[src/rtl/fwl_pkg.sv]
// Flowing water lights: shared rate encodings and default divisors.
// Divisor defaults assume a 100 MHz system clock.
package fwl_pkg;

    typedef enum logic [1:0] {
        FREQ_100HZ = 2'b00,
        FREQ_10HZ  = 2'b01,
        FREQ_4HZ   = 2'b10,
        FREQ_1HZ   = 2'b11
    } freq_e;

    localparam int CNT_W = 27;

    localparam int DEF_DIV_100HZ = 1_000_000;
    localparam int DEF_DIV_10HZ  = 10_000_000;
    localparam int DEF_DIV_4HZ   = 25_000_000;
    localparam int DEF_DIV_1HZ   = 100_000_000;

    localparam logic [7:0] LED_RESET = 8'h01;

endpackage

[src/rtl/fwl_rate_div.sv]
// Step-rate divider: one-cycle clk_en every N running cycles,
// restarting whenever the selected rate changes.
module fwl_rate_div
    import fwl_pkg::*;
#(
    parameter int DIV_100HZ = DEF_DIV_100HZ,
    parameter int DIV_10HZ  = DEF_DIV_10HZ,
    parameter int DIV_4HZ   = DEF_DIV_4HZ,
    parameter int DIV_1HZ   = DEF_DIV_1HZ
) (
    input  logic       clk,
    input  logic       rst,
    input  logic       enable,
    input  logic [1:0] freq_set,
    output logic       clk_en
);

    logic [CNT_W-1:0] r_cnt;
    logic [1:0]       r_freq_q;
    logic [CNT_W-1:0] w_last;
    logic             w_changed;
    logic             w_wrap;
    freq_e            w_freq;

    assign w_freq = freq_e'(freq_set);

    always_comb begin
        w_last = CNT_W'(DIV_100HZ - 1);
        unique case (w_freq)
            FREQ_100HZ: w_last = CNT_W'(DIV_100HZ - 1);
            FREQ_10HZ:  w_last = CNT_W'(DIV_10HZ - 1);
            FREQ_4HZ:   w_last = CNT_W'(DIV_4HZ - 1);
            FREQ_1HZ:   w_last = CNT_W'(DIV_1HZ - 1);
        endcase
    end

    assign w_changed = (freq_set != r_freq_q);
    // >= rather than == so a count stranded above a new limit still wraps
    assign w_wrap    = (r_cnt >= w_last);
    assign clk_en    = enable & ~w_changed & w_wrap;

    always_ff @(posedge clk) begin
        if (rst) begin
            r_cnt    <= '0;
            r_freq_q <= '0;
        end else begin
            r_freq_q <= freq_set;
            if (!enable || w_changed || w_wrap) begin
                r_cnt <= '0;
            end else begin
                r_cnt <= r_cnt + CNT_W'(1);
            end
        end
    end

endmodule

[src/rtl/flowing_water_lights.sv]
// Flowing water lights: button start/pause, one-hot LED rotation
// at a selectable rate and direction.
module flowing_water_lights
    import fwl_pkg::*;
#(
    parameter int DIV_100HZ = DEF_DIV_100HZ,
    parameter int DIV_10HZ  = DEF_DIV_10HZ,
    parameter int DIV_4HZ   = DEF_DIV_4HZ,
    parameter int DIV_1HZ   = DEF_DIV_1HZ
) (
    input  logic       clk,
    input  logic       rst,
    input  logic       button,
    input  logic [1:0] freq_set,
    input  logic       dir_set,
    output logic [7:0] led
);

    logic r_sync1;
    logic r_sync2;
    logic r_btn_q;
    logic pos_edge_button;
    logic running;
    logic clk_en;

    assign pos_edge_button = r_sync2 & ~r_btn_q;

    fwl_rate_div #(
        .DIV_100HZ (DIV_100HZ),
        .DIV_10HZ  (DIV_10HZ),
        .DIV_4HZ   (DIV_4HZ),
        .DIV_1HZ   (DIV_1HZ)
    ) u_rate_div (
        .clk      (clk),
        .rst      (rst),
        .enable   (running),
        .freq_set (freq_set),
        .clk_en   (clk_en)
    );

    // A button edge wins over a coincident step: toggle only
    always_ff @(posedge clk) begin
        if (rst) begin
            r_sync1 <= 1'b0;
            r_sync2 <= 1'b0;
            r_btn_q <= 1'b0;
            running <= 1'b0;
            led     <= LED_RESET;
        end else begin
            r_sync1 <= button;
            r_sync2 <= r_sync1;
            r_btn_q <= r_sync2;
            if (pos_edge_button) begin
                running <= ~running;
            end else if (clk_en && running) begin
                led <= dir_set ? {led[6:0], led[7]}
                               : {led[0], led[7:1]};
            end
        end
    end

endmodule

[config.mk]
export PLATFORM = sky130hd
export DESIGN_NAME = flowing_water_lights
export DESIGN_NICKNAME = d
export VERILOG_FILES = /design/src/rtl/fwl_pkg.sv /design/src/rtl/fwl_rate_div.sv /design/src/rtl/flowing_water_lights.sv
export SDC_FILE = /design/constraint.sdc
export NUM_CORES = 1
export LEC_CHECK = 0
export ABC_AREA = 1
export BUFFER_PORTS_ARGS = -buffer_cell sky130_fd_sc_hd__buf_2
export CAP_MARGIN = 30
export CORE_MARGIN = 1.5
export CORE_UTILIZATION = 49
export CTS_BUF_LIST = sky130_fd_sc_hd__clkbuf_2 sky130_fd_sc_hd__clkbuf_4 sky130_fd_sc_hd__clkbuf_8
export CTS_CLUSTER_DIAMETER = 100
export DETAILED_ROUTE_END_ITERATION = 8
export PLACE_DENSITY = 0.7
export SLEW_MARGIN = 20
export SYNTH_ARGS = -nofsm -noshare
export SYNTH_HDL_FRONTEND = slang
export SYNTH_SLANG_ARGS = --single-unit
[constraint.sdc]
create_clock -name clk -period 2.8 [get_ports clk]
set_input_delay 0.56 -clock clk [delete_from_list [all_inputs] [get_ports clk]]
set_output_delay 0.56 -clock clk [all_outputs]
set_load 0.005 [all_outputs]
; ---- Word level (Yosys, flattened, before mapping)
; Index checks and enable logic that the tools add are counted.
[classes]
bitwise = 7
n_eq_ne = 4
magnitude_cmp = 1
muxes = 2
addsub = 1
n_reduce_logical = 7
[op_table]
columns = op, count
row1 = $pmux W27 S4, 1
row2 = $add A27 B1 Y27 const B, 1
row3 = $ge A27 B27 Y1, 1
row4 = $mux W8, 1
row5 = $eq A2 B2 Y1 const B, 2
row6 = $not A1 Y1, 4
row7 = $and A1 B1 Y1, 3
row8 = $eq A2 B1 Y1 const B, 1
row9 = $logic_not A2 Y1, 1
row10 = $logic_or A1 B1 Y1, 2
row11 = $ne A2 B2 Y1, 1
row12 = $reduce_and A2 Y1, 1
row13 = $reduce_or A2 Y1, 1
row14 = $logic_and A1 B1 Y1, 1
row15 = $logic_not A1 Y1, 1
[totals]
register_bits = 41
input_bits = 6
output_inout_bits = 8
elab_cells = 29

; ---- Longest topological paths before layout
; Gate-level depths: netlist of the first run.
[logic_depth]
depth_word = 6
ltp_mapped = 17
mapped_depth_nobuf = 16

; ---- Cells and area by module
; A second synthesis of the first run with hierarchy kept.
[unflattened]
hier_cells = 396
area_unflattened_um2 = 2666.3
[modules_own_cells]
columns = module, instances, seq_area_each_um2, cells_each, area_per_inst_um2
row1 = fwl_rate_div, 1, 580.6, 311, 2102.0
row2 = flowing_water_lights, 1, 240.2, 85, 564.3

; ---- Worst setup path after synthesis of the first run
; No wires, ideal clock.
[synth_timing]
path_kind = input -> register
start = in freq_set[0]
end = reg led[6]
path_stages = 17
required_ns = 2.687
slack_ns = 0.429
setup_ns = 0.113
t_arrival_ns = 2.259
path_buffers = 1
path_cell_list = inv_1 > ha_1 > nor2_1 > ha_1 > nand2_1 > inv_1 > nand2_1 > inv_1 > nand2_1 > nand2_1 > nor2_2 > nand3_2 > nand2_4 > buf_6 > nand2_2 > nand2_1 > nor2_1
[synth_between]
elab_chain_len = 6
elab_cells_between_ends = 12
cone_classes = order compare (1) / eq/ne (4) / mux (1) / bitwise (3) / reduce/logical (3)
[synth_lines]
columns = element, line_no
row1 = "start, declared", flowing_water_lights.sv:14  ; input logic [1:0] freq_set,
row2 = "$eq A2 B2 Y1, or another cell as far along", fwl_rate_div.sv:29  ; unique case (w_freq)
row3 = $pmux W27 S4 or $not A1 Y1 (tied branches), "fwl_rate_div.sv:29, fwl_rate_div.sv:40"
row4 = $ge A27 B27 Y1 or $and A1 B1 Y1 (tied branches), "fwl_rate_div.sv:39, fwl_rate_div.sv:40"
row5 = $and A1 B1 Y1 (*), fwl_rate_div.sv:40  ; assign clk_en = enable & ~w_changed & w_wrap;
row6 = $logic_and A1 B1 Y1 (*), flowing_water_lights.sv:55  ; end else if (clk_en && running) begin
row7 = $reduce_and A2 Y1 (no source line) (*), n/a
row8 = "end signal, assigned", flowing_water_lights.sv:56  ; led <= dir_set ? {led[6:0], led[7]}
row9 = "end, declared", flowing_water_lights.sv:16  ; output logic [7:0] led
; Mark *: on every way between the ends. The rest lies on a longest branch, timed or not. The select of a mux whose other input is x is not followed.
; A chain may end at the register's enable or synchronous reset.

; ---- Final worst setup path of the first run
[layout_timing]
start = in freq_set[0]
end = reg u_rate_div.r_cnt[15]
[layout_between]
elab_chain_len = 5
elab_cells_between_ends = 10
cone_classes = order compare (1) / eq/ne (4) / mux (1) / reduce/logical (4)
[layout_lines]
columns = element, line_no
row1 = "$eq A2 B2 Y1, or another cell as far along", fwl_rate_div.sv:29
row2 = $pmux W27 S4, fwl_rate_div.sv:29
row3 = $ge A27 B27 Y1, fwl_rate_div.sv:39  ; assign w_wrap = (r_cnt >= w_last);
row4 = $logic_or A1 B1 Y1 (*), fwl_rate_div.sv:48  ; if (!enable || w_changed || w_wrap) begin
row5 = $reduce_or A2 Y1 (no source line) (*), n/a
row6 = "end signal, assigned", fwl_rate_div.sv:51  ; r_cnt <= r_cnt + CNT_W'(1);
row7 = "end, declared", fwl_rate_div.sv:18  ; logic [CNT_W-1:0] r_cnt;
; Marked as above.

==> results.py, run 1 <==
metrics = {
    "run_status": {
        "status": "complete, no violations",
    },
    "route": {
        "wl_per_cell_um": 11.0,
        "viasPerCell": 4.80,
        "drt-initial-drc-count": 65,
        "vias": 2146,
        "firstDrtPassIters": 4,
        "detail-route-antenna-nets": 0,
        "drc_errors": 0,
        "drt-total-wl_um": 4900,
    },
    "timing": {
        "fin_setup_tns_ns": 0,
        "setup_viol": 0,
        "max_freq_mhz": 415,
        "period_share_pct": 86.1,
        "skew_ns": 0.00361,
        "worst_slew_pin_slew_ns": 0.641,
        "report.final.slew_viol_count": 0,
        "min_period_ns": 2.41,
        "hold_slack_ns": 0.425,
        "worst_slack_ns": 0.389,
        "maxSlewHeadroom_pct": 56.9,
        "rsz0062_at_grt": "false",
        "final_hold_viol_count": 0,
    },
    "worst_setup_path": {
        "required_ns": 3.02,
        "crit_arrival_ns": 2.63,
        "worstReg2RegStart": "u_rate_div.r_cnt[13]$_SDFF_PP0_",
        "start_kind": "input port",
        "path_class": "input port to flop",
        "worstReg2RegEnd": "u_rate_div.r_cnt[15]$_SDFF_PP0_",
        "reg2reg_slack_ns": 0.98,
        "r2r_cells": 11,
        "crit_path_max_fanout": 27,
        "worstSetupEndpointType": "flop",
    },
    "power_and_ir_drop": {
        "power.leakage_nw": 1.27,
        "power_density_mw_per_mm2": 410,
        "p_total_mw": 1.16,
        "ir_drop_v": 0.000280,
    },
    "synth": {
        "synth-edff-count": 0,
        "syn-cell-area_mm2": 0.00254,
        "postSynthNetCount": 389,
        "synth_top_area_share_pct": 32.3,
        "synth_cell_types": 31,
        "yosysSeqAreaShare_pct": 32.3,
        "ys_warn_count": 0,
        "yosysMostFrequentCell": "nand2_1",
        "yosysTopAreaCell": "dfxtp_1",
        "synthTopCellsByArea": "dfxtp_1, ha_1, nand2_1",
        "syn_inst": 358,
        "avgSynthCellArea_um2": 7.11,
        "synth-async-reset-ratio_pct": 0,
        "ys_top_cells_by_count": "nand2_1, nor2_1, inv_1",
        "ys.flop_type": "dfxtp_1",
        "yosys_register_bits": 41,
    },
    "die": {
        "die-area_mm2": 0.00563,
        "rows": 26,
        "io_pins": 14,
        "die_x_um": 75.1,
        "start_util_pct": 50.5,
        "dieHeight_um": 75.1,
        "core_area_mm2": 0.00504,
    },
    "cts": {
        "cts_buffers": 5,
        "cts_tree": "yes",
        "cts_max_level": 2,
        "clock_latency_ns": 0.30,
        "cts_sinks": 41,
        "clock_path_buffers": 2,
        "post_cts_resized": 0,
        "cts_setup_buffers": 0,
        "cts_hold_buf": 0,
        "clk_transition_reported_paths_ns": 0.08,
        "root_buffer": "clkbuf_8",
    },
    "final_layout": {
        "final_layout_size_suffix_gt1_share_pct": 14.9,
        "antenna_cells": 0,
        "nNetsFinal": 407,
        "syn2layout_area_growth_pct": 10.8,
        "nFillCells": 493,
    },
    "grt": {
        "gr-usage-all-layers_pct": 19.3,
        "grt-ovfl-total": 0,
        "grt_pass1_wl_um": 8220,
        "grt_pass1_vias": 1862,
        "antenna_found_initial": 0,
        "grt_max_degree": 28,
    },
    "job": {
        "maxCapViolCount": 0,
    },
    "worst_hold_path": {
        "min_to": "r_sync2$_SDFF_PP0_",
        "hold_depth": 2,
        "hp-class": "flop to flop",
        "min_from": "r_sync1$_SDFF_PP0_",
    },
    "place": {
        "hpwl_um": 3740,
        "post-place-ws_ns": 0.106,
        "gp_congestion": 0.882,
        "port_buffers": 13,
    },
}
how the worst max path moves through the flow:
| stage | startpoint | to | slack, ns | cells after the start |
|---|---|---|---|---|
| 3_5_place_dp | freq_set[0] | u_rate_div.r_cnt[15]$_SDFF_PP0_ | 0.11 | 13 |
| 6_report | freq_set[0] | u_rate_div.r_cnt[15]$_SDFF_PP0_ | 0.39 | 13 |
| 2_1_floorplan | freq_set[0] | led[6]$_SDFFE_PP0P_ | 0.43 | 17 |
| 5_1_grt | freq_set[0] | led[3]$_SDFFE_PP0P_ | 0.18 | 17 |
| 3_3_place_gp | freq_set[0] | led[5]$_SDFFE_PP0P_ | 0.20 | 17 |
| 4_1_cts | freq_set[0] | u_rate_div.r_cnt[15]$_SDFF_PP0_ | 0.41 | 13 |
registers in the layout, indices dropped and copies added, names as in the netlist:
signal and flops:
u_rate_div.r_cnt 27, led 8, u_rate_div.r_freq_q 2, r_btn_q 1, r_sync1 1, r_sync2 1, running 1
power by group:
| group | internal, mW | leakage, nW | switching, mW |
|---|---|---|---|
| Sequential | 0.587 | 0.331 | 0.00188 |
| Combinational | 0.0229 | 0.874 | 0.0412 |
| Clock | 0.300 | 0.0619 | 0.204 |
final cells by class:
type                            instances  area (um^2)  area share [%]
Multi-Input combinational cell        264         1520            53.7
Sequential cell                        41          821            29.1
Inverter                               49          184            6.52
Timing Repair Buffer                   15         92.6            3.28
Clock buffer                            7         90.1            3.19
Tap cell                               70         87.6            3.11
Clock inverter                          1         30.0            1.06
metrics by stage:
step,util [%],cells,cell area [um^2]
2_1_floorplan,-,358,2540
3_3_place_gp,53.5,439,2700
3_5_place_dp,53.5,439,2700
4_1_cts,55.9,447,2820
5_1_grt,55.9,447,2820
6_report,55.9,447,2820
per-layer routing:
layer  wire length [um]  track usage (%)  part of all wire (%)
met5                  0                0                     0
met4                 83             7.47                   1.7
met3                152             4.95                   3.1
met2               2350             31.6                    48
met1               2310             24.2                    47
layout by cell type (no fill, tap or decap), types with 3 or more instances in the layout:
master,count
or2_2,3
dfxtp_1,41
inv_1,43
nand4_1,3
nor3b_2,3
nor3_2,3
inv_2,4
nor2_1,65
xnor2_1,7
buf_2,13
nand2_2,4
nor3_1,11
nand2_1,82
clkbuf_8,6
nand3_1,11
nor3b_1,3
ha_1,25
a21oi_1,11
xor2_1,4
o21ai_0,7
nand3_2,4
nor2_2,6
nor2_4,3
logic make-up after synthesis:
kind of cell | after synthesis | synth area share (%)
simple gates | 206 | 38.8
buf+inv | 53 | 8.21
flops | 41 | 32.3
fa+ha+maj | 25 | 12.3
compound gates | 22 | 4.62
xor+xnor | 11 | 3.79
critical path: stages:
cell and delay (ns):
buf_2 0.14, inv_1 0.11, ha_1 0.22, nor2_1 0.26, ha_1 0.31, a21oi_1 0.17, nand2_1 0.07, nand2_1 0.05
nand2_1 0.05, nor2_2 0.19, nand4_4 0.11, buf_12 0.18, nor3b_1 0.19
Note: power is estimated with default switching activity, not from simulation.
==> inputs of run 2 (changes only) <==
--- a/config.mk
+++ b/config.mk
@@ -8,12 +8,14 @@
 export ABC_AREA = 1
 export BUFFER_PORTS_ARGS = -buffer_cell sky130_fd_sc_hd__buf_2
 export CAP_MARGIN = 30
+export CELL_PAD_IN_SITES_DETAIL_PLACEMENT = 2
+export CELL_PAD_IN_SITES_GLOBAL_PLACEMENT = 2
 export CORE_MARGIN = 1.5
-export CORE_UTILIZATION = 49
+export CORE_UTILIZATION = 36
 export CTS_BUF_LIST = sky130_fd_sc_hd__clkbuf_2 sky130_fd_sc_hd__clkbuf_4 sky130_fd_sc_hd__clkbuf_8
 export CTS_CLUSTER_DIAMETER = 100
 export DETAILED_ROUTE_END_ITERATION = 8
-export PLACE_DENSITY = 0.7
+export PLACE_DENSITY = 0.85
 export SLEW_MARGIN = 20
 export SYNTH_ARGS = -nofsm -noshare
 export SYNTH_HDL_FRONTEND = slang
==> run 2 against run 1 <==
Critical path depth increased by 4. Global-route usage increased by 1.0 points. Utilization decreased by 15 points. Combinational power increased by 9.5%. Count of clock-buffer cells in the layout unchanged. First-iteration DRC count decreased by 15%. Sequential cell count unchanged.
==> results.py, run 2 (same netlist as run 1, synthesis figures left out) <==
metrics = {
    "worst_setup_path": {
        "cpMostUsedCell": "nand2_1",
        "start_kind": "input port",
        "crit_path_max_fanout": 15,
        "worstReg2RegStart": "u_rate_div.r_cnt[13]$_SDFF_PP0_",
        "slowest_delay_ns": 0.31,
        "path_class": "input port to flop",
        "crit_path_cell_trace": "buf_2 -> inv_1 -> ha_1 -> nor2_1 -> ha_1 -> nand2_1 -> inv_1 -> nand2_1 -> inv_1 -> nand2_1 -> nand2_1 -> nor2_2 -> nand3_2 -> nand2_4 -> nand2_1 -> nand2_1 -> nor2_1",
        "path_buf_inv": 4,
        "crit_slowest_cell": "ha_1",
        "crit_arrival_ns": 2.74,
        "path_delay_family": "simple AND/OR/NAND/NOR gates",
        "worstSetupEndpointType": "flop",
        "required_ns": 2.99,
        "crit_path_start": "freq_set[0]",
    },
    "grt": {
        "grt_pass1_vias": 2525,
        "grt_pass1_wl_um": 11800,
        "antenna_found_initial": 0,
        "gr-usage-all-layers_pct": 20.3,
        "grt-ovfl-total": 0,
        "grt_max_degree": 28,
    },
    "final_layout": {
        "syn2layout_area_growth_pct": 10.9,
        "regMostFlops": "u_rate_div.r_cnt",
        "largest_register_ffs": 27,
        "reg_top3": "u_rate_div.r_cnt: 27 flops, led: 8 flops, u_rate_div.r_freq_q: 2 flops",
        "layout_common_cells": "nand2_1, nor2_1, inv_1",
        "nFillCells": 862,
        "nNetsFinal": 407,
        "antenna_cells": 0,
        "final_layout_size_suffix_gt1_share_pct": 14.6,
        "fin_util_pct": 41.3,
        "final_common_cell": "nand2_1",
    },
    "place": {
        "post-place-ws_ns": -0.0579,
        "port_buffers": 13,
        "hpwl_um": 5640,
        "gp_congestion": 0.822,
    },
    "cts": {
        "cts_hold_buf": 0,
        "cts_sinks": 41,
        "post_cts_resized": 0,
        "cts_max_level": 2,
        "clock_latency_ns": 0.30,
        "clk_transition_reported_paths_ns": 0.08,
        "cts_buffers": 5,
        "cts_tree": "yes",
        "root_buffer": "clkbuf_8",
        "cts_setup_buffers": 0,
        "clock_path_buffers": 2,
    },
    "die": {
        "rows": 30,
        "core_area_mm2": 0.00683,
        "dieHeight_um": 87.1,
        "io_pins": 14,
        "die_x_um": 87.1,
        "start_util_pct": 37.3,
        "die-area_mm2": 0.00758,
    },
    "route": {
        "detail-route-antenna-nets": 0,
        "vias": 2328,
        "drc_errors": 0,
        "drt-initial-drc-count": 55,
        "firstDrtPassIters": 4,
        "drt-total-wl_um": 7070,
        "viasPerCell": 4.93,
        "wl_per_cell_um": 15.0,
    },
    "timing": {
        "worst_slew_pin_slew_ns": 0.716,
        "max_freq_mhz": 393,
        "rsz0062_at_grt": "false",
        "worst_slack_ns": 0.254,
        "period_share_pct": 90.9,
        "skew_ns": 0.00935,
        "maxSlewHeadroom_pct": 51.9,
        "setup_viol": 0,
        "min_period_ns": 2.55,
        "report.final.slew_viol_count": 0,
        "final_hold_viol_count": 0,
    },
    "power_and_ir_drop": {
        "p_total_mw": 1.08,
        "ir_drop_v": 0.000178,
        "power_density_mw_per_mm2": 381,
        "power.leakage_nw": 1.25,
    },
    "worst_hold_path": {
        "hp-class": "flop to flop",
        "min_from": "r_sync1$_SDFF_PP0_",
    },
    "run_status": {
        "status": "complete, no violations",
    },
    "job": {
        "maxCapViolCount": 0,
    },
}
==> run 2: worst register-to-register path, delay by kind of cell, from the launching register on <==
family	cells	cell delay [ns]
and+or+nand+nor	11	0.99
buffers and inverters	1	0.08
DFF	1	0.50
adders and majority gates	1	0.30
==> run 2: area by class of cell <==
cell class	instances	area (um^2)	area share [%]
repair buffers	15	92.6	3.28
multi-input cells	264	1520	53.7
clock buffers	7	90.1	3.19
flip-flops and latches	41	821	29.1
well taps	96	120	4.26
inverters	49	184	6.52
==> run 2: report_power, final <==
part	leakage (nW)	total, mW	internal [mW]	switching, mW
Sequential	0.331	0.589	0.587	0.00189
Clock	0.0477	0.418	0.206	0.212
Combinational	0.874	0.0702	0.0234	0.0468
==> run 2: path summary, 6_finish.rpt <==
kind                         end  slack [ns]  depth (start not counted)
max          led[5]$_SDFFE_PP0P_        0.25                         17
min           r_sync2$_SDFF_PP0_        0.41                          2
max reg2reg  led[5]$_SDFFE_PP0P_        0.82                         13
min reg2reg   r_sync2$_SDFF_PP0_        0.41                          2
==> run 2: per-layer routing <==
layer	routed length (um)	global-route usage, %	part of all wire [%]
met1	3030	22.1	43
met2	3720	38.9	53
met3	147	3.22	2.1
met4	175	7.62	2.5
met5	0	0	0
==> run 2: metrics by stage <==
stage | hold slack [ns] | instance area [um^2] | cells | setup TNS [ns]
global route | 0.435 | 2820 | 472 | 0
floorplan | 0.388 | 2540 | 358 | 0
CTS | 0.417 | 2820 | 472 | 0
finish | 0.414 | 2820 | 472 | 0
detailed placement | 0.405 | 2730 | 465 | -0.301
global placement | 0.391 | 2730 | 465 | 0
